===== config.mk =====
export PLATFORM = sky130hd
export DESIGN_NAME = irq_ctrl
export DESIGN_NICKNAME = d
export VERILOG_FILES = /design/src/rtl/irq_ctrl.sv
export SDC_FILE = /design/constraint.sdc
export NUM_CORES = 1
export LEC_CHECK = 0
export ABC_AREA = 1
export ABC_CLOCK_PERIOD_IN_PS = 1800
export CORE_MARGIN = 8
export CORE_UTILIZATION = 39
export CTS_CLUSTER_SIZE = 12
export DETAILED_ROUTE_END_ITERATION = 10
export GPL_ROUTABILITY_DRIVEN = 0
export PLACE_DENSITY = 0.78
export SLEW_MARGIN = 25
export SYNTH_ARGS = -nofsm -noshare
export SYNTH_HDL_FRONTEND = slang
export SYNTH_SLANG_ARGS = --single-unit

===== constraint.sdc =====
create_clock -name clk -period 1.8 [get_ports clk]
set_input_delay 0.54 -clock clk [delete_from_list [all_inputs] [get_ports clk]]
set_output_delay 0.54 -clock clk [all_outputs]
set_load 0.03 [all_outputs]

===== src/rtl/irq_ctrl.sv =====
// irq_ctrl: interrupt aggregator between SoC peripherals and the core.
// Latches peripheral requests into pending bits (edge or level per source),
// masks them with an enable register and drives a registered irq line plus
// the id of the lowest-index enabled pending source. Memory-mapped on the
// core data bus with req/gnt/rvalid timing.
//
// Ports:
//   clk      system clock
//   rst      synchronous, active-high reset
//   irq_src  peripheral requests (bit 0 = timer), synchronous to clk
//   req      bus request
//   we       write enable, qualified by req
//   addr     byte address, addr[4:2] decoded
//   wdata    write data
//   gnt      bus grant, combinational copy of req
//   rvalid   response valid, one cycle after each granted req
//   rdata    registered read data, held between reads
//   err      bus error, always 0
//   irq      registered interrupt request to core
//   irq_id   registered index of the winning source
//
// Register map (word offsets):
//   0x00 IER   RW    enable mask
//   0x04 IPR   RW1C  pending bits (W1C affects edge-mode bits only)
//   0x08 CFG   RW    1 = edge, 0 = level
//   0x0C CLAIM RO    bit31 = valid, [ID_W-1:0] = id; clears edge pending
//   0x10 RAW   RO    current irq_src
//   0x14..0x1C       read 0, writes ignored

module irq_ctrl #(
    parameter int unsigned NUM_IRQ = 8,
    parameter int unsigned ID_W    = 5
) (
    input  logic               clk,
    input  logic               rst,
    input  logic [NUM_IRQ-1:0] irq_src,
    input  logic               req,
    input  logic               we,
    input  logic [31:0]        addr,
    input  logic [31:0]        wdata,
    output logic               gnt,
    output logic               rvalid,
    output logic [31:0]        rdata,
    output logic               err,
    output logic               irq,
    output logic [ID_W-1:0]    irq_id
);

    localparam int unsigned DATA_W = 32;
    localparam int unsigned OFF_W  = 3;

    localparam logic [OFF_W-1:0] OFF_IER   = OFF_W'(0);
    localparam logic [OFF_W-1:0] OFF_IPR   = OFF_W'(1);
    localparam logic [OFF_W-1:0] OFF_CFG   = OFF_W'(2);
    localparam logic [OFF_W-1:0] OFF_CLAIM = OFF_W'(3);
    localparam logic [OFF_W-1:0] OFF_RAW   = OFF_W'(4);

    // Architectural state
    logic [NUM_IRQ-1:0] ier_q;
    logic [NUM_IRQ-1:0] ipr_q;
    logic [NUM_IRQ-1:0] cfg_q;
    logic [NUM_IRQ-1:0] src_q;

    // Combinational helpers
    logic [OFF_W-1:0]   off_c;
    logic               bus_wr_c;
    logic               bus_rd_c;
    logic [NUM_IRQ-1:0] pend_c;
    logic               prio_valid_c;
    logic [ID_W-1:0]    prio_id_c;
    logic [NUM_IRQ-1:0] rise_c;
    logic [NUM_IRQ-1:0] w1c_c;
    logic [NUM_IRQ-1:0] claim_clr_c;
    logic [NUM_IRQ-1:0] ipr_nxt_c;
    logic [DATA_W-1:0]  claim_word_c;
    logic [DATA_W-1:0]  rd_data_c;
    logic               unused_bits;

    // Bus side: grant is immediate, no error responses
    assign gnt = req;
    assign err = 1'b0;

    assign off_c    = addr[4:2];
    assign bus_wr_c = req & we;
    assign bus_rd_c = req & ~we;

    assign unused_bits = ^{addr[31:5], addr[1:0], wdata};

    // Lowest enabled pending index wins; none pending gives id 0, valid 0
    assign pend_c = ipr_q & ier_q;

    always_comb begin
        prio_valid_c = 1'b0;
        prio_id_c    = '0;
        for (int unsigned i = 0; i < NUM_IRQ; i++) begin
            if (pend_c[i] && !prio_valid_c) begin
                prio_valid_c = 1'b1;
                prio_id_c    = ID_W'(i);
            end
        end
    end

    // Pending update: edge bits set on rise (set beats clear), level bits track source
    assign rise_c = irq_src & ~src_q;

    always_comb begin
        w1c_c       = '0;
        claim_clr_c = '0;
        if (bus_wr_c && off_c == OFF_IPR) begin
            w1c_c = wdata[NUM_IRQ-1:0];
        end
        if (bus_rd_c && off_c == OFF_CLAIM && prio_valid_c) begin
            claim_clr_c = NUM_IRQ'(1) << prio_id_c;
        end
        ipr_nxt_c = (cfg_q & ((ipr_q & ~(w1c_c | claim_clr_c)) | rise_c))
                  | (~cfg_q & irq_src);
    end

    // Read data mux; CLAIM sees the same-cycle priority result
    always_comb begin
        claim_word_c                = '0;
        claim_word_c[ID_W-1:0]      = prio_id_c;
        claim_word_c[DATA_W-1]      = prio_valid_c;
        rd_data_c                   = '0;
        case (off_c)
            OFF_IER:   rd_data_c = DATA_W'(ier_q);
            OFF_IPR:   rd_data_c = DATA_W'(ipr_q);
            OFF_CFG:   rd_data_c = DATA_W'(cfg_q);
            OFF_CLAIM: rd_data_c = claim_word_c;
            OFF_RAW:   rd_data_c = DATA_W'(irq_src);
            default:   rd_data_c = '0;
        endcase
    end

    // Register state, bus response and core-facing outputs
    always_ff @(posedge clk) begin
        if (rst) begin
            ier_q  <= '0;
            ipr_q  <= '0;
            cfg_q  <= '0;
            src_q  <= '0;
            rvalid <= 1'b0;
            rdata  <= '0;
            irq    <= 1'b0;
            irq_id <= '0;
        end else begin
            src_q <= irq_src;
            ipr_q <= ipr_nxt_c;
            if (bus_wr_c && off_c == OFF_IER) begin
                ier_q <= wdata[NUM_IRQ-1:0];
            end
            if (bus_wr_c && off_c == OFF_CFG) begin
                cfg_q <= wdata[NUM_IRQ-1:0];
            end
            rvalid <= req;
            if (bus_rd_c) begin
                rdata <= rd_data_c;
            end
            irq    <= prio_valid_c;
            irq_id <= prio_id_c;
        end
    end

endmodule

* After elaboration in Yosys (flattened, before gate mapping)
Index checks and enable logic that the tools add are counted.
Word-level totals: register bits after elaboration 71, input port bits 76, output and inout bits 41, logic and storage cells 65
Cells by class: equal/unequal tests 4, shift operators 1, muxes and demuxes 18, bitwise gates (word level) 14, reductions and logical operators 20
Operators by type and width (number):
- 32-bit one-hot mux with 5 select lines | 1
- 8-bit bitwise AND | 5
- 5-bit two-way mux | 6
- 8-bit NOT | 3
- 8-bit OR | 3
- 8-bit two-way mux | 2
- 1-bit logical AND | 12
- 1-bit two-way mux | 9
- 1-bit by 5-bit << shifter with 8-bit output, first input constant | 1
- 1-bit logical NOT | 7
- 3-bit by 2-bit == test with 1-bit output, second input constant | 2
- 3-bit by 1-bit == test with 1-bit output, second input constant | 1
- 3-bit == test, second input constant | 1
- 3-bit logical NOT | 1
- 1-bit bitwise AND | 2
- 1-bit NOT | 1

* Longest topological paths before layout
depth after elaboration 31, gate-level depth with buffers 12, depth with buffers taken out 12

* Worst setup path after synthesis
No wires, ideal clock.
kind input to register, from input port addr[2], to register cfg_q[1], library setup time 119 ps, arrival time 1354 ps, data required time 1681 ps, setup slack 326 ps, stages on the path 7, cells stage by stage inv_1 -> nand3_2 -> nor2_1 -> inv_1 -> buf_4 -> o21ai_0 -> a21oi_1
On the way: word-level cells in the longest chain between the ends 2
Ends and longest elaborated chain:
- start, declared | line 39 | input logic [31:0] addr,
- 3-bit by 2-bit == test with 1-bit output | line 152 | if (bus_wr_c && off_c == OFF_CFG) begin
- 1-bit logical AND | line 152
- end signal, assigned | line 153 | cfg_q <= wdata[NUM_IRQ-1:0];
- end, declared | line 61 | logic [NUM_IRQ-1:0] cfg_q;
Every way passes these cells. A chain may end at the register's enable or synchronous reset.

* Final worst setup path
from input port addr[4], to register ipr_q[0]
On the way: word-level cells in the longest chain between the ends 10
Ends and longest elaborated chain:
- 3-bit by 2-bit == test with 1-bit output | line 112 | if (bus_rd_c && off_c == OFF_CLAIM && prio_valid_c) begin
- 1-bit logical AND (2 in series) | line 112
- 8-bit two-way mux | line 112
- 8-bit OR (*) | line 115 | ipr_nxt_c = (cfg_q & ((ipr_q & ~(w1c_c | claim_clr_c)) | rise_c))
- 8-bit NOT (*) | line 115
- 8-bit bitwise AND (*) | line 115
- 8-bit OR (*) | line 115
- 8-bit bitwise AND (*) | line 115
- 8-bit OR (*) | line 116 | | (~cfg_q & irq_src);
- end signal, assigned | line 148 | ipr_q <= ipr_nxt_c;
- end, declared | line 60 | logic [NUM_IRQ-1:0] ipr_q;
Every way passes the cells marked *; elsewhere a longest branch is shown, timed or not.

==> reports/summary.txt <==
reg-to-reg startpoint = ipr_q[2]
critical path arrival = 1.92 ns
Initial Utilization = 0.401
row count = 28
largest net degree at the start of global routing = 25
status = finished, final reports clean
Slew Limit Headroom = 0.579
maximum vdd drop = 351 µV
crit start category = input pin
total gr overflow = 0
sequential power share = 0.528
Synth Instances = 342
CTS tree = done
clk slew on worst S/H paths = 0.08 ns
core area = 5890 µm²
Max Cap Violations = 0
commonest non-fill, non-tap cell in the layout = nand2_1
die area = 8800 µm²
Worst Tran Pin Value = 0.631 ns
Hold WS = 0.462 ns
post-layout util = 0.503
worst slack, placed = -0.303 ns
Detailed Routing Iterations Pass 1 = 5
Slew Limit Fails = 0
Syn Std Cell Area = 2360 µm²
NetSw = 0.560 mW
synth warn = 0
Iter 0 DRT Violations = 180
Netlist cell types = 27
placed cell count = 469
Sequential cell area = 921 µm²
Crit-path slowest cell = clkdlybuf4s50_1
nature of the critical path endpoint = flip-flop
Clk network pwr share = 0.317
count of final setup violators = 0
H-tree depth = 2
most frequent cells in the layout = nand2_1 (96), dfxtp_1 (46), inv_1 (38)
Int Pwr = 1.47 mW
f_max = 582 MHz
initial antenna violation count = 0
Vert. Die Dim = 93.8 µm
Total Nets Final = 478
worst hold start = rdata[31]
via count = 2220
Gate power share = 0.155
area of the multi-input gates = 1130 µm²
Static Leakage = 1.43 nW
FF-to-FF path depth = 10
Post-Syn Area per Cell = 6.90 µm²
CP Class = in2reg
DRT antenna net count = 0
Final Worst Setup Slack = 0.0819 ns
area delta synth->final = 25.4%
TritonCTS Sinks = 46
CP required = 2.00 ns
clock buffer depth = 2
port bufs = 37
die width = 93.8 µm
hold crit path type = reg2reg
CTS buffer count = 5
crit path max fanout = 5
number of global-route vias before repair = 2126
DRC violations left = 0
Fin. Hold Viols = 0
GRT Resource Usage Total = 0.136
Vias per Instance = 4.64
R2R Setup Slk = 0.27 ns
switching part of the total = 0.276
clk root buf = clkbuf_8
share of layout cells above drive strength 1 = 0.154
worst min-delay path endpoint = rdata[31]
Hold-fix buffers, CTS = 0
fin crit period = 1.72 ns
final instance area = 2960 µm²
sequential share of the synthesized area = 0.390
global-route wire length before repair = 9.65 mm
DP HPWL = 4.66 mm
worst hold stages = 2
Routed WL per cell = 12.4 µm
Worst-Skew Late Latency = 0.30 ns
I/O pins = 117
most used cell, CP = nand2_1
placed inst area = 2860 µm²
crit-path cells = clkdlybuf4s50_1, nor3_4, inv_2, nor2_2, nand2_4, nor2_2, nand2_1, nand2_1, nand2_1
diodes inserted = 0
Setup Skew = 0.00404 ns
Critical Path Max Stage Delay = 0.49 ns
Final Cycle Share = 0.954
drt total wl = 5.91 mm
Yosys reg bits = 46
fill count = 582
Power Density = 685 nW/µm²
post-route insts no fill = 478
reg-to-reg endpoint = ipr_q[6]
logic make-up after synthesis:
logic type / Yosys count / share of synthesized area
simple gates: 163 / 0.308
buf+inv: 81 / 0.174
compound gates: 51 / 0.126
other cells: 1 / 0.00159
flops: 46 / 0.390
worst max-delay path: cells and delay by family:
family	cells	cell delay, ns
buffers and inverters	2	0.54
and+or+nand+nor	7	0.82
final cells by class:
| cell class | count | share of cell area |
|---|---|---|
| clock buffer | 7 | 0.0292 |
| clock inverter | 1 | 0.00169 |
| inverter | 47 | 0.0596 |
| multi-input combinational | 240 | 0.383 |
| sequential | 46 | 0.311 |
| tap | 75 | 0.0317 |
| timing repair buffer | 62 | 0.184 |
cells in the mapped netlist:
cell,count,area share
buf_2,2,0.0042
buf_4,28,0.089
a21oi_1,19,0.040
nor2_4,2,0.0095
a41oi_2,1,0.0069
inv_1,42,0.067
nand2_4,3,0.014
nand4_1,11,0.029
nor3_1,1,0.0021
clkbuf_1,2,0.0032
nand3_2,2,0.0085
a21oi_2,2,0.0074
o2111ai_1,5,0.019
nor2_2,3,0.0079
o21ai_0,18,0.038
o21ai_1,2,0.0042
inv_2,4,0.0064
nand2_1,96,0.15
buf_1,2,0.0032
nand2_2,4,0.011
clkinv_1,1,0.0016
nor2_1,35,0.056
nand3_1,5,0.011
nor3_4,1,0.0069
conb_1,1,0.0016
dfxtp_1,46,0.39
o22ai_1,4,0.011
per-layer routing:
layer | track usage | up-vias | routed length (µm)
met2 | 0.225 | 63 | 2790
li1 | - | 1146 | -
met4 | 0.0542 | 0 | 70
met1 | 0.161 | 1004 | 2620
met5 | 0 | - | 0
met3 | 0.0368 | 7 | 435
power by group through the flow:
stage | registers, mW | logic (mW) | clock network (mW)
floorplan | 1.10 | 0.216 | 0
global placement | 1.09 | 0.308 | 0
detailed placement | 1.10 | 0.313 | 0
CTS | 1.07 | 0.309 | 0.655
global route | 1.08 | 0.342 | 0.700
finish | 1.07 | 0.315 | 0.643
registers in the layout (all words and copies together), names as in the netlist:
signal  count
ipr_q       8
src_q       8
irq_id      3
cfg_q       8
rvalid      1
ier_q       8
irq         1
rdata       9
how the worst max path moves through the flow:
stage	startpoint	to	slack, ns
after floorplan	addr[2]	cfg_q[1]	0.33
after global placement	addr[3]	ipr_q[0]	-0.27
after detailed placement	addr[3]	ipr_q[0]	-0.30
after CTS	addr[3]	ipr_q[0]	0.02
after global routing	addr[4]	ipr_q[4]	-0.001
final	addr[4]	ipr_q[0]	0.08
per-stage QoR:
| step | setup TNS (ns) | power, mW |
|---|---|---|
| 5_1_grt | -0.00124 | 2.12 |
| 2_1_floorplan | 0 | 1.32 |
| 3_5_place_dp | -6.96 | 1.41 |
| 4_1_cts | 0 | 2.04 |
| 3_3_place_gp | -5.59 | 1.40 |
| 6_report | 0 | 2.03 |
what timing repair did:
action	in CTS	in global routing
hold endpoints to repair	0	0
setup buffers	0	1
gates resized for setup	16	9
endpoints found under the setup margin	15	23
pin swaps	0	2
No activity file was read; power rests on OpenSTA's default activity.
